**src/rtl/alu_issue_stage.sv**
```systemverilog
// Issue stage for the combinational ALU: it assembles opcode/A/B from a byte stream, holds the
// ALU inputs for EXEC_CYCLES cycles, then returns the captured result over valid/ready.
module alu_issue_stage #(
  parameter int DATA_W      = 8,
  parameter int EXEC_CYCLES = 1,
  parameter int CNT_W       = 16
) (
  input  logic              clk,
  input  logic              rst_n,
  input  logic [DATA_W-1:0] in_data,
  input  logic              in_valid,
  output logic              in_ready,
  output logic [DATA_W-1:0] alu_opcode,
  output logic [DATA_W-1:0] alu_in1,
  output logic [DATA_W-1:0] alu_in2,
  input  logic [DATA_W-1:0] alu_result,
  output logic [DATA_W-1:0] res_data,
  output logic              res_div0,
  output logic              res_valid,
  input  logic              res_ready,
  output logic              illegal,
  output logic [CNT_W-1:0]  instr_cnt
);

  typedef enum logic [2:0] {
    S_OPC,
    S_OPA,
    S_OPB,
    S_EXEC,
    S_RESP
  } state_t;

  localparam logic [3:0]        EXEC_LAST = 4'(EXEC_CYCLES - 1);
  localparam logic [DATA_W-1:0] BUS_REL   = DATA_W'(8'h20);
  localparam logic [DATA_W-1:0] BIT5_CLR  = DATA_W'(8'hDF);

  state_t            state, next_state;
  logic [DATA_W-1:0] opcode;
  logic [3:0]        exec_cnt;
  logic              is_unary;
  logic              is_divmod;

  assign is_unary  = (opcode[3:0] == 4'b0100);
  assign is_divmod = (opcode[3:0] == 4'b1001) || (opcode[3:0] == 4'b1010);

  always_ff @(posedge clk) begin
    if (!rst_n) state <= S_OPC;
    else        state <= next_state;
  end

  // The ALU only sees a real opcode while executing; otherwise it is parked in bus release.
  always_comb begin
    next_state = state;
    in_ready   = 1'b0;
    alu_opcode = BUS_REL;
    case (state)
      S_OPC: begin
        in_ready = 1'b1;
        if (in_valid && !in_data[5]) next_state = S_OPA;
      end
      S_OPA: begin
        in_ready = 1'b1;
        if (in_valid) next_state = is_unary ? S_EXEC : S_OPB;
      end
      S_OPB: begin
        in_ready = 1'b1;
        if (in_valid) next_state = S_EXEC;
      end
      S_EXEC: begin
        alu_opcode = opcode & BIT5_CLR;
        if (exec_cnt == 4'd0) next_state = S_RESP;
      end
      S_RESP: begin
        if (res_ready) next_state = S_OPC;
      end
      default: next_state = S_OPC;
    endcase
  end

  always_ff @(posedge clk) begin
    if (!rst_n) begin
      opcode    <= '0;
      alu_in1   <= '0;
      alu_in2   <= '0;
      exec_cnt  <= '0;
      res_data  <= '0;
      res_div0  <= 1'b0;
      res_valid <= 1'b0;
      illegal   <= 1'b0;
      instr_cnt <= '0;
    end else begin
      illegal <= 1'b0;
      case (state)
        S_OPC: begin
          if (in_valid) begin
            if (in_data[5]) illegal <= 1'b1;
            else            opcode  <= in_data;
          end
        end
        S_OPA: begin
          if (in_valid) begin
            alu_in1  <= in_data;
            exec_cnt <= EXEC_LAST;
            if (is_unary) alu_in2 <= '0;
          end
        end
        S_OPB: begin
          if (in_valid) begin
            alu_in2  <= in_data;
            exec_cnt <= EXEC_LAST;
          end
        end
        S_EXEC: begin
          if (exec_cnt == 4'd0) begin
            res_data  <= alu_result;
            res_div0  <= is_divmod && (alu_in2 == '0);
            res_valid <= 1'b1;
          end else begin
            exec_cnt <= exec_cnt - 4'd1;
          end
        end
        S_RESP: begin
          if (res_ready) begin
            res_valid <= 1'b0;
            instr_cnt <= instr_cnt + CNT_W'(1);
          end
        end
        default: ;
      endcase
    end
  end

endmodule
```
**config.mk**
```make
export PLATFORM = sky130hd
export DESIGN_NAME = alu_issue_stage
export DESIGN_NICKNAME = d
export VERILOG_FILES = /design/src/rtl/alu_issue_stage.sv
export SDC_FILE = /design/constraint.sdc
export NUM_CORES = 1
export LEC_CHECK = 0
export CORE_MARGIN = 4
export CORE_UTILIZATION = 25
export DETAILED_ROUTE_END_ITERATION = 10
export GPL_TIMING_DRIVEN = 0
export PLACE_DENSITY = 0.45
export SLEW_MARGIN = 20
export SYNTH_ARGS = -nofsm -noshare
export SYNTH_HDL_FRONTEND = slang
export SYNTH_SLANG_ARGS = --single-unit
```
**constraint.sdc**
```tcl
create_clock -name clk -period 3.35 [get_ports clk]
set_clock_uncertainty 0.2 [all_clocks]
set_input_delay 0.67 -clock clk [delete_from_list [all_inputs] [get_ports clk]]
set_output_delay 0.67 -clock clk [all_outputs]
set_load 0.05 [all_outputs]
```
==> results by stage <==
Cells and area:
- In the final layout, the share of cells above drive strength 1 is 7.83%.
- With fillers left out, the area of the finished cells amounts to 3410 µm².
- In the final design database the tool counted 363 nets.
- The number of inserted filler cells in the final layout is 995.
- The number of non-filler instances in the completed layout is 474.
- The layout overhead on the synthesized area is 43.4%.
- 0 antenna diodes ended up in the layout.

Critical path:
- The worst setup path is of the flop to output port kind.
- The worst setup path is launched from a flop.
- The top fanout value on the critical path is 10.
- The data arrival time at the worst-slack endpoint is 2.35 ns.
- The category of the worst setup path capture point is an output port.
- The critical path required time is 2.48 ns.

Synth:
- Counting flops with an async set or reset pin after synthesis yields a share of 0%.
- After synthesis, the mean cell area works out to 9.18 µm².
- Yosys printed 0 warnings.
- After synthesis, the netlist uses 44 different library cells.
- The synthesized area is 2380 µm².
- The predominant post-synthesis flop cell is dfxtp_1.
- The part of the Yosys area used for sequential elements is 48.0%.
- The flip-flop and latch count after synthesis is 57.
- Counting flops with a built-in enable in the synthesized netlist gives 0.
- Synthesis produced 259 cells.
- The net count of the mapped netlist is 281.

Power and ir drop:
- The proportion of total power due to net switching is 25.7%.
- Overall power consumption after layout is estimated at 0.00138 W.
- The peak supply drop is 0.000167 V.
- The internal power is 0.00103 W.
- Registers are responsible for 50.5% of the overall power.
- The combinational group share of total power is 9.3%.
- For this design the total switching power over the nets is 0.000355 W.
- The leakage power is 1.24 nW.
- The clock network burns 40.2% of the power.
- The areal power density over the cells is 406 nW/µm².

Placed design:
- After detailed placement, the total cell area comes to 3250 µm².
- Once detailed placement completed, the half-perimeter wirelength came to 4.80 mm.
- The last weighted congestion value of the routability-driven placer is 0.783.
- Input and output buffers added on the ports amount to 71.
- The cell count after placement is 459.

STA:
- Setup repair after global routing left no endpoint under its margin.
- The final count of hold timing violations is 0.
- After layout, the minimum clock period comes to 3.22 ns.
- For this run, the top clock speed supported by timing is 0.311 GHz.
- The fraction of the cycle the final worst path needs is 96.1%.
- Setup violations remaining at the end of the flow were counted as 0.
- The actual transition at the worst max-transition pin is 0.793 ns.
- For the final routed database, the setup TNS stands at 0 ns.
- In this run the tightest slew margin relative to its limit is 46.9%.
- The number of pins exceeding their max-slew limit in the final report is 0.

CTS:
- The number of setup buffers added after CTS is 0.
- The number of hold-repair buffers added at the cts stage is 0.
- Clock tree synthesis found a total of 57 sinks.
- The register clock-pin slew on the reported worst setup and hold paths is 0.07 ns.
- Once the clock tree was built, the resizer swapped 5 gates to a different size.
- TritonCTS built the clock tree.
- The H-tree depth is 3.
- The clock latency at the later pin of the worst-skew pair is 0.33 ns.
- Clock tree synthesis inserted a total of 9 buffers.
- The root buffer cell is clkbuf_8.
- In this run the deepest clock path goes through 2 buffers.

Status:
- The run finished with clean final reports.

Routing:
- Once detail routing completed, the nets flagged for antenna violations numbered 0.
- The detail-routed net length per standard cell is 14.1 µm.
- The first-iteration detailed-routing DRC count is 46.
- The number of DRC violations after detailed routing is 0.
- After detailed routing, the number of vias per cell comes to 4.42.
- The final layout contains routed wiring with a total length of 6.68 mm.
- The overall via count from detail_route is 2097.
- For this run, the detailed router's first-pass iteration total came to 7.

Hold path:
- In this run the worst hold path is classified as flop to flop.

Global route:
- The global-route wire length before repair is 11.0 mm.
- Summed over all layers, the global routing overflow is 0.
- For this run, the total global-route usage over all layers was measured as 12.5%.
- The via count of the first global-routing pass came to 2119.
- The initial antenna violation count is 0.
- The largest net degree at the start of global routing is 11.

Run:
- Across the run, the number of max-cap violations was 0.

Die:
- The effective utilization at floorplan is 25.7%.
- The die outline area is 11100 µm².
- The floorplan die height is 106 µm.
- After floorplanning, the core was sized to cover 9240 µm².
- The number of top-level pins is 72.
- The number of placement rows is 35.
- The die span in x is 106 µm.
sequential cells by signal, indices dropped and copies added (netlist names):
| register | cells |
|---|---|
| alu_in1 | 8 |
| alu_in2 | 8 |
| exec_cnt | 4 |
| illegal | 1 |
| instr_cnt | 16 |
| opcode | 7 |
| res_data | 8 |
| res_div0 | 1 |
| res_valid | 1 |
| state | 3 |
synth_stat cells (6+ instances only):
library cell	count	area, µm²
dfxtp_1	57	1140
nor2_1	29	109
a21oi_1	24	120
nand2_1	24	90.1
mux2i_1	17	170
o21ai_0	10	50.1
and2_1	9	56.3
a22o_1	8	70.1
inv_1	7	26.3
or3_1	7	43.8
xor2_1	6	52.6
area by class of cell:
type / count / area [µm²] / share of cell area [%]
buffer: 13 / 63.8 / 1.87
clock buffer: 12 / 145 / 4.26
clock inverter: 3 / 17.5 / 0.514
inverter: 7 / 26.3 / 0.771
multi-input combinational: 182 / 1150 / 33.7
sequential: 57 / 1140 / 33.5
tap: 129 / 161 / 4.74
timing repair buffer: 71 / 706 / 20.7
metal layers:
metal,routed length [µm],global-route usage (%)
met1,3220,16.2
met2,3030,19.3
met3,342,3.74
met4,88,5.27
met5,0,0
placed cells by master, fill, tap and decap left out, types with 2 or more instances in the layout:
master,instances
clkdlybuf4s50_1,67
dfxtp_1,57
nor2_1,29
a21oi_1,24
nand2_1,24
mux2i_1,17
o21ai_0,10
clkbuf_8,10
and2_1,9
a22o_1,8
inv_1,7
clkbuf_1,7
or3_1,7
xor2_1,6
buf_2,5
nand4_1,5
nand3_1,5
nand2b_1,4
dlygate4sd2_1,4
nor3_1,3
or4_1,3
and4_1,2
nand4b_1,2
and4bb_2,2
xnor2_1,2
ha_1,2
clkinv_2,2
power groups by stage:
stage               logic (W)  registers (W)  clock network, W
floorplan           0.0000519       0.000734                 0
global placement     0.000130       0.000714                 0
detailed placement   0.000130       0.000714                 0
CTS                  0.000131       0.000699          0.000574
global route         0.000139       0.000701          0.000606
finish               0.000129       0.000699          0.000556
path summary, 6_finish.rpt:
| check | startpoint | end | slack, ns | cells past startpoint |
|---|---|---|---|---|
| setup / recovery | state[1] | alu_opcode[2] | 0.13 | 5 |
| hold / removal | res_data[2] | res_data[2] | 0.26 | 2 |
| setup reg to reg | exec_cnt[0] | res_div0 | 1.14 | 6 |
| hold reg to reg | res_data[2] | res_data[2] | 0.26 | 2 |
critical path, cell delays in order (launching register included):
cell,delay (ns)
dfxtp_1,0.36
clkbuf_2,0.21
and3b_1,0.23
buf_2,0.25
and2_1,0.17
clkdlybuf4s50_1,0.80
metrics by stage:
stage / util, % / hold slack [ns] / worst slack (ns)
floorplan: - / 0.255 / 1.12
global placement: 35.2 / 0.241 / 0.238
detailed placement: 35.2 / 0.248 / 0.252
CTS: 36.9 / 0.258 / 0.110
global route: 36.9 / 0.275 / 0.000897
finish: 36.9 / 0.255 / 0.131
cell families after synthesis:
logic type	count (synthesis)	share of synthesized area (%)
xor+xnor	8	2.95
fa+ha+maj	2	1.05
buf+inv	20	3.74
simple gates	108	25.2
compound gates	47	11.9
flops	57	48.0
mux	17	7.16
Power figures use the tool's default switching activity.
